<file path="config.mk">
export PLATFORM = sky130hd
export DESIGN_NAME = xt_hb2lb_bridge_flat
export DESIGN_NICKNAME = d
export VERILOG_FILES = /design/src/rtl/xt_hb2lb_bridge_pkg.sv /design/src/rtl/xt_hb2lb_bridge_if.sv /design/src/rtl/xt_hb2lb_bridge.sv /design/src/flat_wrapper.sv
export SDC_FILE = /design/constraint.sdc
export NUM_CORES = 1
export LEC_CHECK = 0
export BUFFER_PORTS_ARGS = -buffer_cell sky130_fd_sc_hd__buf_2
export CAP_MARGIN = 40
export CORE_AREA = 2 2 75 131
export DETAILED_ROUTE_END_ITERATION = 16
export DIE_AREA = 0 0 77 133
export GPL_TIMING_DRIVEN = 0
export PLACE_DENSITY = 0.87
export SKIP_CTS_REPAIR_TIMING = 1
export SLEW_MARGIN = 20
export SYNTH_ARGS = -nofsm -noshare
export SYNTH_HDL_FRONTEND = slang
export SYNTH_SLANG_ARGS = --single-unit
</file>
<file path="constraint.sdc">
create_clock -name clk -period 9.71 [get_ports clk]
set_clock_uncertainty 0.05 [all_clocks]
set_input_delay 1.942 -clock clk [delete_from_list [all_inputs] [get_ports clk]]
set_output_delay 1.942 -clock clk [all_outputs]
set_load 0.005 [all_outputs]
</file>
<file path="src/rtl/xt_hb2lb_bridge_pkg.sv">
// XT_BUS: shared HB/LB bus types and the HB-to-LB bridge state encoding.
package XT_BUS;

    localparam int HB_ADDR_WIDTH   = 20;  // [19:16] slot ID, [15:0] offset
    localparam int HB_OFFSET_WIDTH = 16;
    localparam int LB_ADDR_WIDTH   = 8;
    localparam int DATA_WIDTH      = 32;
    localparam int WW_WIDTH        = 2;

    // System default LB read latency (cycles from ren strobe to valid rdata).
    localparam int LB_RD_LATENCY   = 1;

    typedef struct packed {
        logic [HB_ADDR_WIDTH-1:0] raddr;
        logic [HB_ADDR_WIDTH-1:0] waddr;
        logic [DATA_WIDTH-1:0]    wdata;
        logic [WW_WIDTH-1:0]      write_width;
    } hb_slave_t;

    typedef struct packed {
        logic ren;
        logic wen;
    } sel_t;

    typedef struct packed {
        logic                     ren;
        logic                     wen;
        logic [LB_ADDR_WIDTH-1:0] addr;
        logic [DATA_WIDTH-1:0]    wdata;
        logic [WW_WIDTH-1:0]      write_width;
    } lb_slave_t;

    typedef enum logic [2:0] {IDLE, WRITE, READ, RWAIT, ACK} hb2lb_state_e;

    // An HB offset that does not fit in LB space.
    function automatic logic off_err(input logic [HB_ADDR_WIDTH-1:0] a);
        return |a[HB_OFFSET_WIDTH-1:LB_ADDR_WIDTH];
    endfunction

endpackage

</file>
<file path="src/rtl/xt_hb2lb_bridge_if.sv">
// HB slave slot plus LB master side of the bridge, bundled as one interface.
interface xt_hb2lb_bridge_if;
    import XT_BUS::*;

    hb_slave_t              hb;
    sel_t                   hb_sel;
    logic [DATA_WIDTH-1:0]  hb_rdata;
    logic                   hb_stall;
    lb_slave_t              lb;
    logic [DATA_WIDTH-1:0]  lb_rdata;
    logic                   addr_err;

    // Bridge view.
    modport slave (
        input  hb, hb_sel, lb_rdata,
        output hb_rdata, hb_stall, lb, addr_err
    );

    // Environment view: HB master and LB peripheral mux.
    modport master (
        output hb, hb_sel, lb_rdata,
        input  hb_rdata, hb_stall, lb, addr_err
    );
endinterface

</file>
<file path="src/rtl/xt_hb2lb_bridge.sv">
// HB slave to LB master bridge: turns one HB request (write, read, or both)
// into single-cycle LB strobes, stalling HB until a one-cycle ACK.
module xt_hb2lb_bridge
    import XT_BUS::*;
#(
    parameter int RD_LATENCY = LB_RD_LATENCY
) (
    input  logic              clk,
    input  logic              rst,
    xt_hb2lb_bridge_if.slave  bus
);

    if (RD_LATENCY < 1 || RD_LATENCY > 4) begin : g_bad_lat
        $error("xt_hb2lb_bridge: RD_LATENCY must be in 1..4");
    end

    localparam logic [2:0] LAT = 3'(RD_LATENCY);

    hb2lb_state_e             state_q, state_d;
    logic [2:0]               cnt_q, cnt_d;
    logic [LB_ADDR_WIDTH-1:0] raddr_q, raddr_d;
    sel_t                     sel_q, sel_d;
    logic                     rerr_q, rerr_d;
    logic                     werr_q, werr_d;
    lb_slave_t                lb_q, lb_d;
    logic [DATA_WIDTH-1:0]    rdata_q, rdata_d;
    logic                     aerr_q, aerr_d;

    // Slot ID bits are decoded upstream and deliberately ignored here.
    logic unused_id;
    assign unused_id = ^{bus.hb.raddr[HB_ADDR_WIDTH-1:HB_OFFSET_WIDTH],
                         bus.hb.waddr[HB_ADDR_WIDTH-1:HB_OFFSET_WIDTH]};

    assign bus.hb_stall = (bus.hb_sel.ren | bus.hb_sel.wen) & (state_q != ACK);
    assign bus.lb       = lb_q;
    assign bus.hb_rdata = rdata_q;
    assign bus.addr_err = aerr_q;

    // Next state, registered LB strobes, read capture and error pulse.
    // The write fields go straight into lb_q at acceptance, so only the read
    // address needs its own latch for the write-then-read case.
    always_comb begin
        state_d = state_q;
        cnt_d   = cnt_q;
        raddr_d = raddr_q;
        sel_d   = sel_q;
        rerr_d  = rerr_q;
        werr_d  = werr_q;
        lb_d    = lb_q;
        lb_d.ren = 1'b0;
        lb_d.wen = 1'b0;
        rdata_d = rdata_q;
        aerr_d  = 1'b0;
        case (state_q)
            IDLE: begin
                if (bus.hb_sel.ren || bus.hb_sel.wen) begin
                    sel_d   = bus.hb_sel;
                    raddr_d = bus.hb.raddr[LB_ADDR_WIDTH-1:0];
                    rerr_d  = off_err(bus.hb.raddr);
                    werr_d  = off_err(bus.hb.waddr);
                    if (bus.hb_sel.wen) begin
                        state_d = WRITE;
                        if (!werr_d) begin
                            lb_d.wen         = 1'b1;
                            lb_d.addr        = bus.hb.waddr[LB_ADDR_WIDTH-1:0];
                            lb_d.wdata       = bus.hb.wdata;
                            lb_d.write_width = bus.hb.write_width;
                        end
                    end else begin
                        state_d = READ;
                        if (!rerr_d) begin
                            lb_d.ren  = 1'b1;
                            lb_d.addr = bus.hb.raddr[LB_ADDR_WIDTH-1:0];
                        end
                    end
                end
            end
            WRITE: begin
                if (sel_q.ren) begin
                    state_d = READ;
                    if (!rerr_q) begin
                        lb_d.ren  = 1'b1;
                        lb_d.addr = raddr_q;
                    end
                end else begin
                    state_d = ACK;
                    aerr_d  = werr_q;
                end
            end
            READ: begin
                state_d = RWAIT;
                cnt_d   = 3'd1;
            end
            RWAIT: begin
                if (cnt_q == LAT) begin
                    state_d = ACK;
                    rdata_d = rerr_q ? '0 : bus.lb_rdata;
                    aerr_d  = rerr_q | (sel_q.wen & werr_q);
                end else begin
                    cnt_d = cnt_q + 3'd1;
                end
            end
            ACK:     state_d = IDLE;
            default: state_d = IDLE;
        endcase
    end

    // State and datapath registers; reset drops strobes and the pending request.
    always_ff @(posedge clk or posedge rst) begin
        if (rst) begin
            state_q <= IDLE;
            cnt_q   <= '0;
            raddr_q <= '0;
            sel_q   <= '0;
            rerr_q  <= 1'b0;
            werr_q  <= 1'b0;
            lb_q    <= '0;
            rdata_q <= '0;
            aerr_q  <= 1'b0;
        end else begin
            state_q <= state_d;
            cnt_q   <= cnt_d;
            raddr_q <= raddr_d;
            sel_q   <= sel_d;
            rerr_q  <= rerr_d;
            werr_q  <= werr_d;
            lb_q    <= lb_d;
            rdata_q <= rdata_d;
            aerr_q  <= aerr_d;
        end
    end

endmodule

</file>
<file path="src/flat_wrapper.sv">
// flat-port wrapper written by rule: the top's interface ports become plain ports
module xt_hb2lb_bridge_flat import XT_BUS::*;
#(
    parameter int RD_LATENCY = LB_RD_LATENCY
)
  (clk, rst, bus_hb, bus_hb_sel, bus_lb_rdata, bus_hb_rdata, bus_hb_stall, bus_lb, bus_addr_err);
  xt_hb2lb_bridge_if bus_i ();
  input  logic clk;
  input  logic rst;
  input wire logic [$bits(bus_i.hb)-1:0] bus_hb;
  input wire logic [$bits(bus_i.hb_sel)-1:0] bus_hb_sel;
  input wire logic [$bits(bus_i.lb_rdata)-1:0] bus_lb_rdata;
  output wire logic [$bits(bus_i.hb_rdata)-1:0] bus_hb_rdata;
  output wire logic [$bits(bus_i.hb_stall)-1:0] bus_hb_stall;
  output wire logic [$bits(bus_i.lb)-1:0] bus_lb;
  output wire logic [$bits(bus_i.addr_err)-1:0] bus_addr_err;
  assign bus_i.hb = bus_hb;
  assign bus_i.hb_sel = bus_hb_sel;
  assign bus_i.lb_rdata = bus_lb_rdata;
  assign bus_hb_rdata = bus_i.hb_rdata;
  assign bus_hb_stall = bus_i.hb_stall;
  assign bus_lb = bus_i.lb;
  assign bus_addr_err = bus_i.addr_err;
  xt_hb2lb_bridge #(.RD_LATENCY(RD_LATENCY)) u_core (.clk(clk), .rst(rst), .bus(bus_i));
endmodule
</file>
==> impl_metrics.yaml <==
logic_synthesis:
  netlist_instances: 357
  synth_top_area_share_pct: 58.7
  ys.flop_type: "dfrtp_1"
  synth_edf_count: 0
  ys_async_sr_fraction_pct: 100
  yosysTopAreaCell: "dfrtp_1"
  synth_area_mm2: 0.00405
  syn_nets: 469
  ys_top_cells_by_area: "dfrtp_1 59%, mux2_2 11%, nand2_1 5.7%"
  ys_types: 37
  yosysWarnings: 0
  ys_seq_elements: 95
  synth.avg_cell_area_um2: 11.3
  yosysSeqAreaShare_pct: 58.7
critical_path:
  path_buf_inv: 2
  max_stage_delay_ps: 150
  cpLargestDelayFamily: "buffers and inverters"
  cpMostUsedCell: "buf_2"
  crit_chain: "buf_2 > nor2_1 > a21oi_1 > buf_2"
  crit_fanout: 8
  required_ps: 7720
  critPathLaunchType: "input port"
  critPathSlowestCell: "buf_2"
  reg2reg_slack_ps: 7220
  endpoint_kind: "primary output"
  cp.arrival_ps: 2410
  path_class: "input port to primary output"
die:
  num_rows: 47
  die_w_um: 77
  start_util_pct: 43.6
  io_pins: 188
  die_h_um: 133
  fp.coreArea_mm2: 0.00929
  dieArea_mm2: 0.0102
routing:
  ant_nets: 0
  wl_um: 9860
  firstDrtPassIters: 5
  drtIter0Drc: 131
  met2_length_um: 5410
  wl_met3_um: 480
  drcViolationCount: 0
  viasPerCell: 5.08
  met1Wirelength_um: 3550
  dr_total_vias: 3428
  avgRoutedWirePerCell_um: 14.6
  top_layer_used: "met4"
clock_tree:
  clockBufferDepth: 2
  cts_tree: "built"
  clock_tree.root_cell: "clkbuf_16"
  clk_pin_slew_ps: 60
  cts_max_level: 3
  insertion_delay_ps: 330
  cts_buffers: 9
  clkSinkCount: 95
sta:
  worst_pin_slew_ps: 786
  finalSetupViolCount: 0
  post-route-period-util_pct: 45.3
  rsz0062_at_grt: "no"
  fin_crit_ps: 4400
  timing.setup.tns_ps: 0
  report.final.slew_viol_count: 0
  clock.fmax_ghz: 0.227
  final_hold_viol_count: 0
  hold_ws_ps: 428
  slew_headroom_pct: 47.5
placement:
  gp_congestion: 0.828
  io_buffer_count: 179
  dpl.hpwl_um: 7780
  placed_cells: 659
global_routing:
  gr-total-overflow: 0
  grt_pass1_vias: 3538
  grt_max_degree: 55
  grt_pass1_wl_um: 16100
  grt_usage_pct: 19.6
  antenna_found_initial: 0
power_and_ir_drop:
  p_per_area_mw_per_mm2: 253
  ir_drop_v: 0.000136
  total_leakage_power_nw: 2.98
finish:
  synthToLayoutAreaGrowth_pct: 35.7
  diodes: 0
  drive_gt1_share_pct: 44.5
  nets: 660
  layoutNonFillerInstCount: 675
  fin_util_pct: 59.1
outcome:
  outcome: "complete, no violations"
worst_hold_path:
  hold_path_class: "register to register"
flow_run:
  cap_viol_max_count: 0
==> cells in the mapped netlist, types with 2 or more instances <==
cell,count
dfrtp_1,95
nand2_1,62
mux2_2,41
o21ai_0,37
nand2b_1,34
clkbuf_1,15
a221o_1,8
and3_1,8
inv_1,7
nor2_1,6
a21oi_1,4
nor2b_1,4
a22o_1,3
buf_2,3
or4_1,3
ha_1,2
nand3_1,2
nor3_1,2
nor4_1,2
o22ai_1,2
==> path summary, 6_finish.rpt <==
kind / startpoint / endpoint / cells past startpoint
max: bus_hb_sel[0] / bus_hb_stall / 4
min: u_core.sel_q[0] / u_core.sel_q[0] / 1
max reg2reg: u_core.state_q[1] / u_core.bus.lb[3] / 6
min reg2reg: u_core.sel_q[0] / u_core.sel_q[0] / 1
max in group asynchronous: rst / u_core.bus.hb_rdata[0] / 3
min in group asynchronous: rst / u_core.bus.lb[8] / 2
==> layout by cell type, fill, tap and decap left out, types with 2 or more instances in the layout <==
cell type	n
o22ai_1	2
mux2_2	41
nor4_1	2
bufinv_16	4
clkbuf_16	9
ha_1	2
nor2_1	6
and3_1	8
or4_1	3
nor2b_1	4
nand2b_1	34
inv_1	6
o21ai_0	37
dfrtp_1	95
a22o_1	3
a221o_1	8
nand3_1	2
clkbuf_1	15
nand2_1	62
a21oi_1	4
buf_2	182
nor3_1	2
==> layout make-up <==
class                   instances  area, um^2
inverters                       7        28.8
well taps                     122         153
repair buffers                180         923
clock buffers                   9         225
clock inverters                 7         143
plain buffers                  19        82.6
multi-input cells             236        1560
fillers                       786        3800
flip-flops and latches         95        2380
==> sequential cells by signal (all words and copies together) (netlist names) <==
name,flops
u_core.bus.lb,44
u_core.bus.hb_rdata,32
u_core.raddr_q,8
u_core.cnt_q,3
u_core.state_q,3
u_core.sel_q,2
u_core.bus.addr_err,1
u_core.rerr_q,1
u_core.werr_q,1
==> metal layers <==
metal / track usage (%) / vias up
li1: - / 1605
met1: 21.2 / 1645
met2: 35.5 / 144
met3: 3.55 / 34
met4: 10.9 / 0
met5: 0 / -
==> through the flow <==
stage               cell area, um^2  power (mW)  setup slack, ps
floorplan                      4050       0.803             5240
CTS                            5500        1.41             5320
global route                   5500        1.49             5260
finish                         5500        1.39             5310
global placement               5100       0.953             4330
detailed placement             5130       0.980             5320
==> report_power, final <==
| part | internal, mW | leakage, nW | switching, mW |
|---|---|---|---|
| clock network | 0.278 | 0.180 | 0.144 |
| logic | 0.181 | 1.53 | 0.217 |
| registers | 0.511 | 1.27 | 0.0611 |
==> logic make-up (layout without fill, tap and decap cells) <==
family                   after synthesis  count (layout)  share of synthesized area (%)
flip-flops                            95              95                           58.7
adder cells (fa/ha/maj)                2               2                          0.618
AND/OR/NAND/NOR                      131             131                           16.6
AO/OA/AOI/OAI                         61              61                           9.74
buffers and inverters                 26             222                           2.69
multiplexers                          42              42                           11.7
==> worst reg2reg max path, delay by kind of cell (launching register included) <==
family / cells / cell delay (ps)
AND/OR/NAND/NOR: 3 / 1050
multiplexers: 1 / 340
buffers and inverters: 2 / 550
flip-flops: 1 / 390
No activity file was read; power rests on OpenSTA's default activity.
